`src/rtl/mult_unit.sv`:
```
// Iterative radix-2 unsigned shift-add multiplier with register-file writeback.
// One operand bit is consumed per BUSY cycle; the result is presented for a single WB cycle.
module mult_unit #(
    parameter int WIDTH = 64
) (
    input  logic             clk,
    input  logic             reset,
    input  logic             start,
    input  logic             flush,
    input  logic             op_high,
    input  logic [WIDTH-1:0] OpA,
    input  logic [WIDTH-1:0] OpB,
    input  logic [4:0]       DestReg,
    output logic             busy,
    output logic             done,
    output logic [WIDTH-1:0] WriteData,
    output logic [4:0]       WriteRegister,
    output logic             RegWrite
);

    localparam int CNT_W = (WIDTH > 1) ? $clog2(WIDTH) : 1;
    localparam logic [CNT_W-1:0] LAST = CNT_W'(WIDTH - 1);

    typedef enum logic [1:0] {IDLE, BUSY, WB} state_t;

    state_t               state;
    logic [CNT_W-1:0]     count;
    logic [2*WIDTH-1:0]   acc;
    logic [2*WIDTH-1:0]   mcand;
    logic [WIDTH-1:0]     mplier;
    logic                 op_high_q;
    logic [4:0]           dest_q;
    logic [2*WIDTH-1:0]   acc_next;

    function automatic logic [WIDTH-1:0] select_half(input logic [2*WIDTH-1:0] prod,
                                                     input logic high);
        return high ? prod[2*WIDTH-1:WIDTH] : prod[WIDTH-1:0];
    endfunction

    assign acc_next = acc + (mplier[0] ? mcand : '0);

    // Operand registers: loaded on acceptance, shifted once per BUSY cycle.
    always_ff @(posedge clk) begin
        if (state == IDLE && start && !flush) begin
            mcand     <= {{WIDTH{1'b0}}, OpA};
            mplier    <= OpB;
            op_high_q <= op_high;
            dest_q    <= DestReg;
        end else if (state == BUSY) begin
            mcand  <= mcand << 1;
            mplier <= mplier >> 1;
        end
    end

    // Control, accumulator and registered writeback outputs.
    always_ff @(posedge clk or negedge reset) begin
        if (!reset) begin
            state         <= IDLE;
            count         <= '0;
            acc           <= '0;
            busy          <= 1'b0;
            done          <= 1'b0;
            RegWrite      <= 1'b0;
            WriteData     <= '0;
            WriteRegister <= '0;
        end else if (flush) begin
            state    <= IDLE;
            busy     <= 1'b0;
            done     <= 1'b0;
            RegWrite <= 1'b0;
        end else begin
            case (state)
                IDLE: begin
                    if (start) begin
                        state <= BUSY;
                        busy  <= 1'b1;
                        count <= '0;
                        acc   <= '0;
                    end
                end
                BUSY: begin
                    acc   <= acc_next;
                    count <= count + CNT_W'(1);
                    if (count == LAST) begin
                        // acc_next already holds the final partial product here.
                        state         <= WB;
                        done          <= 1'b1;
                        RegWrite      <= (dest_q != 5'd31);
                        WriteData     <= select_half(acc_next, op_high_q);
                        WriteRegister <= dest_q;
                    end
                end
                WB: begin
                    state    <= IDLE;
                    busy     <= 1'b0;
                    done     <= 1'b0;
                    RegWrite <= 1'b0;
                end
                default: begin
                    state    <= IDLE;
                    busy     <= 1'b0;
                    done     <= 1'b0;
                    RegWrite <= 1'b0;
                end
            endcase
        end
    end

endmodule

```
`config.mk`:
```
export PLATFORM = sky130hd
export DESIGN_NAME = mult_unit
export DESIGN_NICKNAME = d
export VERILOG_FILES = /design/src/rtl/mult_unit.sv
export SDC_FILE = /design/constraint.sdc
export NUM_CORES = 1
export LEC_CHECK = 0
export BUFFER_PORTS_ARGS = -buffer_cell sky130_fd_sc_hd__buf_2
export CAP_MARGIN = 20
export CORE_MARGIN = 2
export CORE_UTILIZATION = 50
export CTS_BUF_LIST = sky130_fd_sc_hd__clkbuf_8
export DETAILED_ROUTE_END_ITERATION = 16
export PLACE_DENSITY = 0.65
export SLEW_MARGIN = 20
export SYNTH_ARGS = -nofsm -noshare
export SYNTH_HDL_FRONTEND = slang
export SYNTH_SLANG_ARGS = --single-unit
```
`constraint.sdc`:
```
create_clock -name clk -period 5.4 [get_ports clk]
set_input_delay 0.54 -clock clk [delete_from_list [all_inputs] [get_ports clk]]
set_output_delay 0.54 -clock clk [all_outputs]
set_load 0.03 [all_outputs]
```
== Word-level counts from Yosys, hierarchy flattened ==
Cells that the tools add are included.
Word-level totals
  bits in registers: 406
  output and inout bits: 72
  logic and storage cells: 58
Cells by class
  add/subtract/negate cells: 2
  eq/ne operators: 8
  muxes and demuxes: 23
  bitwise gates (word level): 1
  reduce and logical (&&, ||, !) cells: 11
Operator list (number)
  64-bit 2-to-1 mux: 5
  128-bit 2-to-1 mux: 2
  128-bit case mux with 2 select lines: 1
  128-bit adder: 1
  6-bit case mux with 2 select lines: 1
  6-bit by 1-bit adder with 6-bit output, second input constant: 1
  6-bit == test, second input constant: 1
  1-bit 2-to-1 mux: 6
  2-bit 2-to-1 mux: 3
  6-bit 2-to-1 mux: 1
  2-bit != test, second input constant: 3
  1-bit case mux with 2 select lines: 3
  2-bit AND reduction: 3
  3-bit AND reduction: 2
  5-bit != test, second input constant: 1
  2-bit case mux with 2 select lines: 1
  2-bit nonzero test: 2
  3-bit by 2-bit != test with 1-bit output, second input constant: 1
  3-bit != test, second input constant: 1
  2-bit by 1-bit == test with 1-bit output, second input constant: 1
  1-bit logical AND: 2
  2-bit zero test: 1
  1-bit zero test: 1
  1-bit NOT: 1

== Logic depth before layout (Yosys ltp) ==
  word-level depth: 4
  depth in mapped cells: 18

== Worst setup path after synthesis ==
Ideal clock, no wire load.
  path type: input to register
  start point: in start
  end point: reg mcand[0] (enable)
  library setup time: 1.108 ns
  arrival time: 3.509 ns
  setup slack: 0.783 ns
  stages on the path: 5
  buffers on the path: 2
  path through: nor2b_1 -> nand2_1 -> clkbuf_1 -> clkbuf_1 -> nand2_1
Between the ends
  cells in the longest elaborated chain, start to end: 3
Ends and longest elaborated chain
  from (decl): line 8  | input logic start,
  1-bit logical AND (2 in series): line 44  | if (state == IDLE && start && !flush) begin
  2-bit nonzero test (no source line)
  to (signal assigned): line 45  | mcand <= {{WIDTH{1'b0}}, OpA};
  to (signal assigned): line 50  | mcand <= mcand << 1;
  to (decl): line 29  | logic [2*WIDTH-1:0] mcand;
No other way between the ends.
A chain may end at the register's enable or synchronous reset.

== Worst setup path in the final report ==
  start point: reg mplier[0]
  end point: reg acc[119]
Between the ends
  cells in the longest elaborated chain, start to end: 3
Ends and longest elaborated chain
  from (decl): line 30  | logic [WIDTH-1:0] mplier;
  from (signal assigned): line 46  | mplier <= OpB;
  from (signal assigned): line 51  | mplier <= mplier >> 1;
  128-bit 2-to-1 mux: line 40  | assign acc_next = acc + (mplier[0] ? mcand : '0);
  128-bit adder: line 40
  128-bit case mux with 2 select lines: line 72  | case (state)
  to (signal assigned): line 82  | acc <= acc_next;
  to (decl): line 28  | logic [2*WIDTH-1:0] acc;
No other way between the ends.

==> run_results.csv <==
group,metric,value,unit
floorplanning,core.rowCount,82,
routing,via_per_inst,6.04,
power_and_ir_drop,internal_power,0.00629,W
sta,worst_slew_pin_slew,1120,ps
clocking,clockBufferDepth,3,
power_and_ir_drop,vdd_drop_max,265,uV
setup_path,crit_arrival,5640,ps
power_and_ir_drop,p_per_area,346,mW/mm^2
power_and_ir_drop,leakagePower,13.3,nW
sta,finalCritPeriodShare,94.9,%
setup_path,cp.buffers_inverters,1,
routing,vias,23700,
logic_synthesis,syn_area,0.0256,sq mm
placement,io_buffers,209,
placement,place.gp.congestion,1.01,
logic_synthesis,synth.area.top_cells,"dfrtp_1 20%, edfxtp_1 16%, nand2_1 11%, ha_1 6.3%, a21oi_1 5.7%",
sta,maxSlewHeadroom,25.3,%
clocking,clock_sinks,406,
routing,routed_wl,89600,um
power_and_ir_drop,swShare,36.8,%
worst_hold_path,holdPathStages,1,
logic_synthesis,synth_top_area_share,20.3,%
logic_synthesis,synth-edff-count,134,
floorplanning,dieArea,0.0530,sq mm
sta,maxSlewViolCount,0,
setup_path,cp.depth,15,
grt,grt_pass1_wl,137000,um
clocking,cts_buffers,73,
sta,hold_viol_final,0,
grt,met1_usage,47.7,%
power_and_ir_drop,p_switching,0.00366,W
final_layout,fin_area,0.0287,sq mm
logic_synthesis,seq_area_frac_synth,41.1,%
grt,grt_pass1_vias,22800,
logic_synthesis,avgSynthCellArea,8.40,sq um
sta,clock.fmax,0.195,GHz
setup_path,path_cells,"buf_12 > and2_1 > ha_1 > a21o_1 > a21oi_1 > a21oi_1 > nor3b_1 > o21ai_0 > a31o_2 > a31oi_1 > o21bai_1 > a31o_2 > a21oi_1 > xor2_1 > o21ai_0",
worst_hold_path,min_path_type,"input port to register",
logic_synthesis,syn_inst,3047,
sta,rsz0062_at_grt,"false",
logic_synthesis,syn_nets,3314,
final_layout,utilization,57.1,%
floorplanning,ios,210,
clocking,clock_latency,690,ps
setup_path,endpoint_kind,"register",
power_and_ir_drop,clockPowerShare,32.6,%
routing,drt-initial-drc-count,2253,
setup_path,critPathTopFamily,"compound AO/OA/AOI/OAI gates",
floorplanning,start_util,50.8,%
final_layout,multiInputGateArea,0.0141,sq mm
grt,grt_use_met3,5.23,%
setup_path,slowest_stage,"edfxtp_1",
placement,placed_cell_area,0.0271,sq mm
sta,clock_skew,35.4,ps
clocking,clock-root-buffer,"clkbuf_8",
setup_path,worstSetupPathType,"register to register",
floorplanning,core-area,0.0504,sq mm
floorplanning,die_h,230,um
final_layout,drive_above_1_share,12.6,%
final_layout,syn_to_final_growth,12.3,%
logic_synthesis,ys_warn_count,0,
logic_synthesis,synthFlopType,"dfrtp_1",
setup_path,worst_setup_path_start_kind,"register",
clocking,htree_levels,3,
logic_synthesis,async_flop_share,51.2,%
routing,wl_per_cell,22.8,um
grt,grtUsageTotal,33.4,%
power_and_ir_drop,pwr-share-comb,29.4,%
sta,post-route-min-period,5120,ps
setup_path,reg2reg_depth,15,
grt,grt_start_max_net_pins,118,
final_layout,fillers,4754,
grt,grt_util_met2,52.1,%
setup_path,worst_path_most_repeated_cell,"a21oi_1",
setup_path,critPathMaxFanout,83,
flow_run,drv_cap,0,
grt,top_usage_layer,"met2",
logic_synthesis,synth_area_leader_cell,"dfrtp_1",
clocking,cts_tree,"built",
sta,setup_violations,0,
setup_path,required,5910,ps
outcome,status,"completed",
placement,dp_hpwl,66200,um
floorplanning,die_w,230,um
clocking,path_clk_slew,70,ps
routing,ant_nets,0,
grt,grt_overflow,0,
logic_synthesis,ys_ff_latch,406,
grt,antenna_found_initial,2,
logic_synthesis,synth_cell_type_count,88,
final_layout,regArea,0.0105,sq mm
routing,drc,0,
routing,drt-pass1-iter-count,6,
setup_path,cpPeakStageDelay,560,ps
final_layout,nets,3456,
sta,setup_tns,0,ps
power_and_ir_drop,seqPwrFrac,38.0,%
area by class of cell:
class / count / area share [%]
multi-input cells: 2409 / 49.2
flip-flops and latches: 406 / 36.6
repair buffers: 249 / 4.99
clock buffers: 86 / 4.12
well taps: 672 / 2.92
clock inverters: 49 / 1.51
inverters: 50 / 0.670
diodes: 1 / 0.00870
sequential cells by signal (all words and copies together), names as in the netlist:
name	cells
RegWrite	1
WriteData	64
WriteRegister	5
acc	128
busy	1
count	6
dest_q	5
done	1
mcand	128
mplier	64
op_high_q	1
state	2
stage by stage:
step / hold WS (ps) / worst slack [ps] / instances / power (W)
2_1_floorplan: 244 / 783 / 3047 / 0.00559
3_3_place_gp: 444 / 451 / 3781 / 0.00664
3_5_place_dp: 453 / 468 / 3781 / 0.00667
4_1_cts: 1.42 / 415 / 3921 / 0.00992
5_1_grt: 10.2 / 94.5 / 3922 / 0.0104
6_report: 54.1 / 275 / 3922 / 0.00995
layout by cell type (no fill, tap or decap), types with 79 or more instances in the layout:
cell type / count
and2_1: 133
a21oi_1: 292
edfxtp_1: 134
nand2_1: 758
clkbuf_8: 86
xnor2_1: 79
nor2_1: 140
ha_1: 128
dfrtp_1: 208
o21ai_0: 206
a22o_1: 95
buf_2: 208
worst paths after layout:
check	to	slack [ps]	from
setup / recovery	acc[119]	280	mplier[0]
hold / removal	dest_q[3]	50	DestReg[3]
setup reg to reg	acc[119]	280	mplier[0]
hold reg to reg	mcand[96]	450	mcand[95]
max in group asynchronous	acc[108]	3730	reset
min in group asynchronous	acc[16]	510	reset
cell families (layout without fill, tap and decap cells):
kind of cell / count (synthesis) / in the layout / synth area share, %
AND/OR/NAND/NOR: 1258 / 1258 / 21.9
AO/OA/AOI/OAI: 866 / 866 / 21.3
flip-flops: 406 / 406 / 41.1
buffers and inverters: 232 / 434 / 3.86
adder cells (fa/ha/maj): 129 / 129 / 6.34
XOR/XNOR: 126 / 126 / 4.31
multiplexers: 30 / 30 / 1.19
other: 0 / 1 / 0
routing by layer:
layer  routed length, um  part of all wire (%)
met2               40500                    45
met3                6560                   7.3
met4                2600                   2.9
met1               40000                    45
met5                   0                     0
synth_stat cells, drive strengths merged, types with 25 or more instances:
cell / number
a21o: 70
a21oi: 295
a22o: 95
a31oi: 28
and2: 135
clkbuf: 161
dfrtp: 208
dfxtp: 64
edfxtp: 134
ha: 128
inv: 50
mux2i: 27
nand2: 761
nand3: 25
nand4: 67
nor2: 143
nor3: 37
o21ai: 212
o21bai: 37
xnor2: 79
xor2: 47
what timing repair did:
| action | CTS | global route |
|---|---|---|
| hold buffers | 5 | 0 |
| gates resized for setup | 0 | 0 |
| hold endpoints to repair | 58 | 0 |
| buffers inserted | 0 | 0 |
power groups by stage:
stage	registers (W)	logic, W	clock network (W)
global placement	0.00383	0.00282	0
finish	0.00378	0.00293	0.00324
global route	0.00381	0.00313	0.00343
CTS	0.00378	0.00285	0.00329
detailed placement	0.00383	0.00284	0
floorplan	0.00377	0.00182	0
worst reg2reg max path: stages, from the launching register on:
cell      delay, ps
edfxtp_1        560
buf_12          260
and2_1          290
ha_1            350
a21o_1          180
a21oi_1         170
a21oi_1         160
nor3b_1         400
o21ai_0         350
a31o_2          410
a31oi_1         440
o21bai_1        320
a31o_2          370
a21oi_1         290
xor2_1          280
o21ai_0         120
Power figures use the tool's default switching activity.
